## config.mk

```make
export PLATFORM = sky130hd
export DESIGN_NAME = cfg_reg_bank_flat
export DESIGN_NICKNAME = d
export VERILOG_FILES = /design/src/rtl/cfg_reg_bank_if.sv /design/src/rtl/cfg_reg_bank.sv /design/src/flat_wrapper.sv
export SDC_FILE = /design/constraint.sdc
export NUM_CORES = 1
export LEC_CHECK = 0
export CAP_MARGIN = 10
export CORE_MARGIN = 2
export CORE_UTILIZATION = 65
export CTS_BUF_LIST = sky130_fd_sc_hd__clkbuf_8
export CTS_CLUSTER_SIZE = 14
export DETAILED_ROUTE_END_ITERATION = 8
export DONT_BUFFER_PORTS = 1
export PLACE_DENSITY = 0.85
export SYNTH_ARGS = -nofsm -noshare
export SYNTH_HDL_FRONTEND = slang
export SYNTH_SLANG_ARGS = --single-unit
```

## constraint.sdc

```tcl
create_clock -name CLK -period 5.9 [get_ports CLK]
set_clock_uncertainty 0.1 [all_clocks]
set_input_delay 1.18 -clock CLK [delete_from_list [all_inputs] [get_ports CLK]]
set_output_delay 1.18 -clock CLK [all_outputs]
set_load 0.1 [all_outputs]
```

## src/rtl/cfg_reg_bank_if.sv

```systemverilog
// cfg_reg_bank_if: request/response handshake bundle for cfg_reg_bank.
// The master modport is the controller side, and the slave modport is the register bank side.
interface cfg_reg_bank_if #(
   parameter int ADDR_WIDTH = 4,
   parameter int REG_WIDTH  = 8
);
   logic                  Req_Valid;
   logic                  Req_Ready;
   logic                  Req_Wr;
   logic [ADDR_WIDTH-1:0] Req_Addr;
   logic [REG_WIDTH-1:0]  Req_WrData;
   logic                  Rsp_Valid;
   logic                  Rsp_Ready;
   logic [REG_WIDTH-1:0]  Rsp_Data;
   logic                  Rsp_Err;

   modport master (
      output Req_Valid, Req_Wr, Req_Addr, Req_WrData, Rsp_Ready,
      input  Req_Ready, Rsp_Valid, Rsp_Data, Rsp_Err
   );

   modport slave (
      input  Req_Valid, Req_Wr, Req_Addr, Req_WrData, Rsp_Ready,
      output Req_Ready, Rsp_Valid, Rsp_Data, Rsp_Err
   );
endinterface

```

## src/rtl/cfg_reg_bank.sv

```systemverilog
// cfg_reg_bank: parametrised configuration register bank with a valid/ready
// request/response handshake, read-only protection, error responses and
// change strobes for the exported registers.
// Optional feature: define REG_FILE_PARITY_EN to store a parity bit per
// register. The parity bit is checked on every read, and a failed check drives
// the sticky Parity_Err flag.
module cfg_reg_bank #(
   parameter int                                REG_WIDTH    = 8,
   parameter int                                ADDR_WIDTH   = 4,
   parameter int                                DEPTH        = 16,
   parameter int                                NUM_EXPORT   = 4,
   parameter logic [NUM_EXPORT*REG_WIDTH-1:0]   RESET_VALUES = {8'h00, 8'h81, 8'h00, 8'h00},
   parameter logic [DEPTH-1:0]                  RO_MASK      = '0
) (
   input  logic                             CLK,
   input  logic                             RST,
   cfg_reg_bank_if.slave                    bus,
   output logic [NUM_EXPORT*REG_WIDTH-1:0]  Cfg_Regs,
   output logic [NUM_EXPORT-1:0]            Cfg_Update,
   output logic                             Parity_Err
);

   typedef enum logic {IDLE, RESP} state_t;

   state_t                 state_q, state_d;
   logic                   req_ready;
   logic                   accept;
   logic [REG_WIDTH-1:0]   regs_q [DEPTH];
   logic [DEPTH-1:0]       sel;
   logic                   hit;
   logic                   ro;
   logic [REG_WIDTH-1:0]   rd_data;
   logic                   wr_ok;
   logic [REG_WIDTH-1:0]   rsp_data_d, rsp_data_q;
   logic                   rsp_err_d, rsp_err_q;
   logic [NUM_EXPORT-1:0]  upd_q;
`ifdef REG_FILE_PARITY_EN
   logic [DEPTH-1:0]       par_q;
   logic                   par_bad;
   logic                   perr_q;
`endif

   // Returns the reset value of register k; unexported registers reset to zero.
   function automatic logic [REG_WIDTH-1:0] rst_val(input int unsigned k);
      rst_val = '0;
      for (int unsigned j = 0; j < NUM_EXPORT; j++)
         if (j == k) rst_val = RESET_VALUES[j*REG_WIDTH +: REG_WIDTH];
   endfunction

   assign accept = bus.Req_Valid & req_ready;

   // State register of the handshake FSM.
   always_ff @(posedge CLK or negedge RST) begin
      if (!RST) state_q <= IDLE;
      else      state_q <= state_d;
   end

   // Next state: an accepted request always leaves a response pending.
   always_comb begin
      state_d = state_q;
      case (state_q)
         IDLE:    if (accept) state_d = RESP;
         RESP:    if (accept) state_d = RESP;
                  else if (bus.Rsp_Ready) state_d = IDLE;
         default: state_d = IDLE;
      endcase
   end

   // FSM outputs. Ready passes through from Rsp_Ready so that requests can run back to back.
   always_comb begin
      req_ready     = (state_q == IDLE) | bus.Rsp_Ready;
      bus.Req_Ready = req_ready;
      bus.Rsp_Valid = (state_q == RESP);
      bus.Rsp_Data  = rsp_data_q;
      bus.Rsp_Err   = rsp_err_q;
   end

   // Address decode, read mux and response formation.
   always_comb begin
      sel     = '0;
      hit     = 1'b0;
      ro      = 1'b0;
      rd_data = '0;
`ifdef REG_FILE_PARITY_EN
      par_bad = 1'b0;
`endif
      for (int unsigned i = 0; i < DEPTH; i++) begin
         if (bus.Req_Addr == ADDR_WIDTH'(i)) begin
            sel[i]  = 1'b1;
            hit     = 1'b1;
            ro      = RO_MASK[i];
            rd_data = regs_q[i];
`ifdef REG_FILE_PARITY_EN
            par_bad = ((^regs_q[i]) != par_q[i]);
`endif
         end
      end
      wr_ok      = accept & bus.Req_Wr & hit & ~ro;
      rsp_data_d = (hit & ~bus.Req_Wr) ? rd_data : '0;
      rsp_err_d  = ~hit | (bus.Req_Wr & ro);
`ifdef REG_FILE_PARITY_EN
      rsp_err_d  = rsp_err_d | (hit & ~bus.Req_Wr & par_bad);
`endif
   end

   // Response holding registers, which load only on acceptance.
   always_ff @(posedge CLK or negedge RST) begin
      if (!RST) begin
         rsp_data_q <= '0;
         rsp_err_q  <= 1'b0;
      end else if (accept) begin
         rsp_data_q <= rsp_data_d;
         rsp_err_q  <= rsp_err_d;
      end
   end

   // Register storage. It also holds the parity bits when the parity option is built in.
   always_ff @(posedge CLK or negedge RST) begin
      if (!RST) begin
         for (int unsigned i = 0; i < DEPTH; i++) begin
            regs_q[i] <= rst_val(i);
`ifdef REG_FILE_PARITY_EN
            par_q[i]  <= ^rst_val(i);
`endif
         end
      end else if (wr_ok) begin
         for (int unsigned i = 0; i < DEPTH; i++) begin
            if (sel[i]) begin
               regs_q[i] <= bus.Req_WrData;
`ifdef REG_FILE_PARITY_EN
               par_q[i]  <= ^bus.Req_WrData;
`endif
            end
         end
      end
   end

   // One-cycle change strobe per exported register that was successfully written.
   always_ff @(posedge CLK or negedge RST) begin
      if (!RST) upd_q <= '0;
      else      upd_q <= wr_ok ? sel[NUM_EXPORT-1:0] : '0;
   end

   assign Cfg_Update = upd_q;

   // Drive the live contents of the exported registers out of the bank.
   always_comb begin
      Cfg_Regs = '0;
      for (int unsigned k = 0; k < NUM_EXPORT; k++)
         Cfg_Regs[k*REG_WIDTH +: REG_WIDTH] = regs_q[k];
   end

`ifdef REG_FILE_PARITY_EN
   // Sticky parity fault. It is set by any accepted read whose parity check fails.
   always_ff @(posedge CLK or negedge RST) begin
      if (!RST)                                  perr_q <= 1'b0;
      else if (accept & ~bus.Req_Wr & hit & par_bad) perr_q <= 1'b1;
   end

   assign Parity_Err = perr_q;
`else
   assign Parity_Err = 1'b0;
`endif

endmodule

```

## src/flat_wrapper.sv

```systemverilog
// flat-port wrapper written by rule: the top's interface ports become plain ports
module cfg_reg_bank_flat 
#(
   parameter int                                REG_WIDTH    = 8,
   parameter int                                ADDR_WIDTH   = 4,
   parameter int                                DEPTH        = 16,
   parameter int                                NUM_EXPORT   = 4,
   parameter logic [NUM_EXPORT*REG_WIDTH-1:0]   RESET_VALUES = {8'h00, 8'h81, 8'h00, 8'h00},
   parameter logic [DEPTH-1:0]                  RO_MASK      = '0
)
  (CLK, RST, Cfg_Regs, Cfg_Update, Parity_Err, bus_Req_Valid, bus_Req_Wr, bus_Req_Addr, bus_Req_WrData, bus_Rsp_Ready, bus_Req_Ready, bus_Rsp_Valid, bus_Rsp_Data, bus_Rsp_Err);
  cfg_reg_bank_if #(.ADDR_WIDTH(ADDR_WIDTH), .REG_WIDTH(REG_WIDTH)) bus_i ();
  input  logic CLK;
  input  logic RST;
  output logic [NUM_EXPORT*REG_WIDTH-1:0] Cfg_Regs;
  output logic [NUM_EXPORT-1:0] Cfg_Update;
  output logic Parity_Err;
  input wire logic [$bits(bus_i.Req_Valid)-1:0] bus_Req_Valid;
  input wire logic [$bits(bus_i.Req_Wr)-1:0] bus_Req_Wr;
  input wire logic [$bits(bus_i.Req_Addr)-1:0] bus_Req_Addr;
  input wire logic [$bits(bus_i.Req_WrData)-1:0] bus_Req_WrData;
  input wire logic [$bits(bus_i.Rsp_Ready)-1:0] bus_Rsp_Ready;
  output wire logic [$bits(bus_i.Req_Ready)-1:0] bus_Req_Ready;
  output wire logic [$bits(bus_i.Rsp_Valid)-1:0] bus_Rsp_Valid;
  output wire logic [$bits(bus_i.Rsp_Data)-1:0] bus_Rsp_Data;
  output wire logic [$bits(bus_i.Rsp_Err)-1:0] bus_Rsp_Err;
  assign bus_i.Req_Valid = bus_Req_Valid;
  assign bus_i.Req_Wr = bus_Req_Wr;
  assign bus_i.Req_Addr = bus_Req_Addr;
  assign bus_i.Req_WrData = bus_Req_WrData;
  assign bus_i.Rsp_Ready = bus_Rsp_Ready;
  assign bus_Req_Ready = bus_i.Req_Ready;
  assign bus_Rsp_Valid = bus_i.Rsp_Valid;
  assign bus_Rsp_Data = bus_i.Rsp_Data;
  assign bus_Rsp_Err = bus_i.Rsp_Err;
  cfg_reg_bank #(.REG_WIDTH(REG_WIDTH), .ADDR_WIDTH(ADDR_WIDTH), .DEPTH(DEPTH), .NUM_EXPORT(NUM_EXPORT), .RESET_VALUES(RESET_VALUES), .RO_MASK(RO_MASK)) u_core (.CLK(CLK), .RST(RST), .bus(bus_i), .Cfg_Regs(Cfg_Regs), .Cfg_Update(Cfg_Update), .Parity_Err(Parity_Err));
endmodule
```

==> results.py <==
metrics = {
    "worst_setup_path": {
        "path_cells": "nand2b_1, buf_4",
        "reg2regPathDepth": 5,
        "reg2reg_from": "u_core.bus.Rsp_Valid",
        "rrSetupSlack_ns": 2.97,
        "start_kind": "flip-flop",
        "critPathBufInv": 1,
        "cpPeakStageDelay_ns": 0.93,
        "endpoint_kind": "output pin",
        "cpMaxStageDelayCell": "dfrtp_1",
        "crit_family": "flip-flops",
        "crit_arrival_ns": 2.06,
        "critical_path.max_fanout": 8,
        "crit_type": "reg2out",
        "crit_required_ns": 4.62,
        "reg2reg_to": "u_core.regs_q[29]",
    },
    "layout": {
        "nFillCells": 765,
        "syn_to_final_growth_pct": 2.05,
        "diodes": 0,
        "nets": 568,
        "drive_above_1_share": 0.330,
    },
    "die": {
        "fp.dieH_um": 109,
        "die_w_um": 109,
        "die-area_mm2": 0.0119,
        "start_util": 0.666,
        "rows": 38,
        "io_pins": 65,
        "core_area_mm2": 0.0108,
    },
    "synthesis": {
        "async_flop_share": 1.00,
        "syn_avg_cell_area_um2": 11.9,
        "synth_seq_cells": 142,
        "synth_edf_count": 0,
        "synth.area.top_cells": "dfrtp_1 49%, mux2_2 21%, buf_4 3.6%",
        "ys_seq_area_frac": 0.495,
        "post-synth-top-area-cell": "dfrtp_1",
        "synthCells": 603,
        "synthFlopType": "dfrtp_1",
        "synth_fp_nets": 620,
        "synth_top_area_frac": 0.487,
        "yosys_warnings": 0,
        "ys_types": 63,
        "synth_area_mm2": 0.00719,
    },
    "sta": {
        "finalMaxSlewViolations": 0,
        "finalHoldViolations": 0,
        "setup-violations-final": 0,
        "worst-slew-pin-transition_ns": 0.974,
        "worst_slack_ns": 2.56,
        "tns_ns": 0,
        "max_slew_margin": 0.351,
        "fmax_mhz": 300,
        "period_minus_slack_ns": 3.34,
        "post-route-period-util": 0.566,
        "rsz0062_at_grt": "no",
    },
    "clock_network": {
        "post-cts-setup-buffer-count": 0,
        "path_clk_slew_ns": 0.07,
        "cts.sinks": 142,
        "h-tree-depth": 4,
        "root_buffer": "clkbuf_8",
        "clk_latency_ns": 0.47,
        "cts_resized": 0,
        "cts_tree": "yes",
        "cts_inserted_buffers": 17,
        "cts_buffer_depth": 2,
        "cts_hold_buf": 0,
    },
    "global_routing": {
        "grt_antenna_before_repair": 0,
        "grt_overflow_total": 0,
        "grt_max_degree": 143,
        "grt_pass1_vias": 4976,
        "grt_pass1_wl_um": 28000,
        "grt.total_usage": 0.320,
    },
    "worst_hold_path": {
        "hp-class": "in2async",
    },
    "placement": {
        "place_congestion": 0.899,
        "place_hpwl_um": 11500,
        "pre_cts_slack_ns": 2.75,
        "port_buffers": 0,
    },
    "route": {
        "drt_first_pass_iters": 6,
        "wl_per_cell_um": 25.6,
        "vias_per_cell": 7.12,
        "ant_nets": 0,
        "via_count": 5010,
        "route.detailed.drc": 0,
        "drtIter0Drc": 751,
        "wl_um": 18000,
    },
    "pwr": {
        "p_leak_nw": 3.23,
        "power_mw": 2.66,
        "powerDensity_mw_per_mm2": 362,
        "irDropWorstVdd_uv": 213,
    },
    "run": {
        "cap_violations": 0,
    },
    "outcome": {
        "outcome": "finished, final reports clean",
    },
}
## cells in the final DEF (no fill, tap or decap), drive strengths merged, types with 5 or more instances in the layout
master	n
clkbuf	20
nor2	28
nand2	28
a221oi	6
inv	12
clkinv	5
nor2b	6
o22ai	7
dfrtp	140
o21ai	19
mux2	134
nand3	5
nand4	5
nor3	10
nand2b	10
o211ai	10
a21oi	25
mux2i	6
nand3b	6
## cell usage after synthesis (6+ instances only)
library cell / n
a21oi_1: 25
a221oi_1: 6
buf_2: 21
buf_4: 34
clkbuf_1: 14
dfrtp_1: 140
inv_1: 7
mux2_2: 133
mux2i_1: 6
nand2_1: 27
nand2b_1: 10
nand3b_1: 6
nor2_1: 18
nor2_2: 10
nor2b_1: 6
o211ai_1: 10
o21ai_0: 19
o22ai_1: 7
## sequential cells by signal, summed over array words and instances (netlist names)
name	count
u_core.Cfg_Regs	32
u_core.Cfg_Update	4
u_core.bus.Rsp_Data	8
u_core.bus.Rsp_Err	1
u_core.bus.Rsp_Valid	1
u_core.regs_q	96
## area by class of cell
cell class              count  area [um^2]  area share
clock buffers              20          275      0.0375
clock inverters            12          129      0.0176
inverters                   8         30.0     0.00409
multi-input cells         381         3160       0.431
flip-flops and latches    142         3560       0.485
well taps                 140          175      0.0239
repair buffers              1         7.51     0.00102
## per-stage QoR
stage / hold slack, ns / instances / utilization / area, um^2
3_3_place_gp: 0.383 / 672 / 0.642 / 6930
5_1_grt: 0.290 / 704 / 0.680 / 7340
4_1_cts: 0.295 / 704 / 0.680 / 7340
2_1_floorplan: 0.372 / 603 / - / 7190
6_report: 0.309 / 704 / 0.680 / 7340
3_5_place_dp: 0.391 / 672 / 0.642 / 6930
## cells by family (layout without fill, tap and decap cells)
kind of cell | count (synthesis) | in the layout | share of synthesized area
multiplexers | 142 | 142 | 0.225
flip-flops | 142 | 142 | 0.495
AND/OR/NAND/NOR | 121 | 121 | 0.102
AO/OA/AOI/OAI | 117 | 117 | 0.113
buffers and inverters | 80 | 41 | 0.0653
other | 1 | 1 | 0.000522
## worst reg2reg max path: stages, from the launching register on
cell	delay [ns]
dfrtp_1	0.73
nand2b_1	0.41
and2_1	0.37
nand2_4	0.14
nor4_4	0.66
mux2_2	0.42
## how the worst max path moves through the flow
| stage | startpoint | end | slack [ns] | cells past startpoint |
|---|---|---|---|---|
| floorplan | bus_Rsp_Ready | u_core.regs_q[31] | 2.97 | 7 |
| global placement | bus_Rsp_Ready | u_core.regs_q[29] | 2.78 | 5 |
| detailed placement | bus_Rsp_Ready | u_core.regs_q[29] | 2.75 | 5 |
| CTS | u_core.bus.Rsp_Valid | bus_Req_Ready | 2.55 | 2 |
| global route | u_core.bus.Rsp_Valid | bus_Req_Ready | 2.50 | 2 |
| finish | u_core.bus.Rsp_Valid | bus_Req_Ready | 2.56 | 2 |
## metal layers
metal | routed length [um] | global-route usage
met5 | 0 | 0
met4 | 670 | 0.145
met3 | 1880 | 0.0837
met2 | 8480 | 0.488
met1 | 6990 | 0.432
## where the power goes
group          leakage [nW]  switching (mW)  total (mW)  internal, mW
sequential             1.85           0.436        1.56          1.12
combinational          1.14           0.125       0.297         0.171
clock                 0.228           0.362       0.803         0.441
total                  3.23           0.923        2.66          1.73
(Power assumes the default switching activity.)
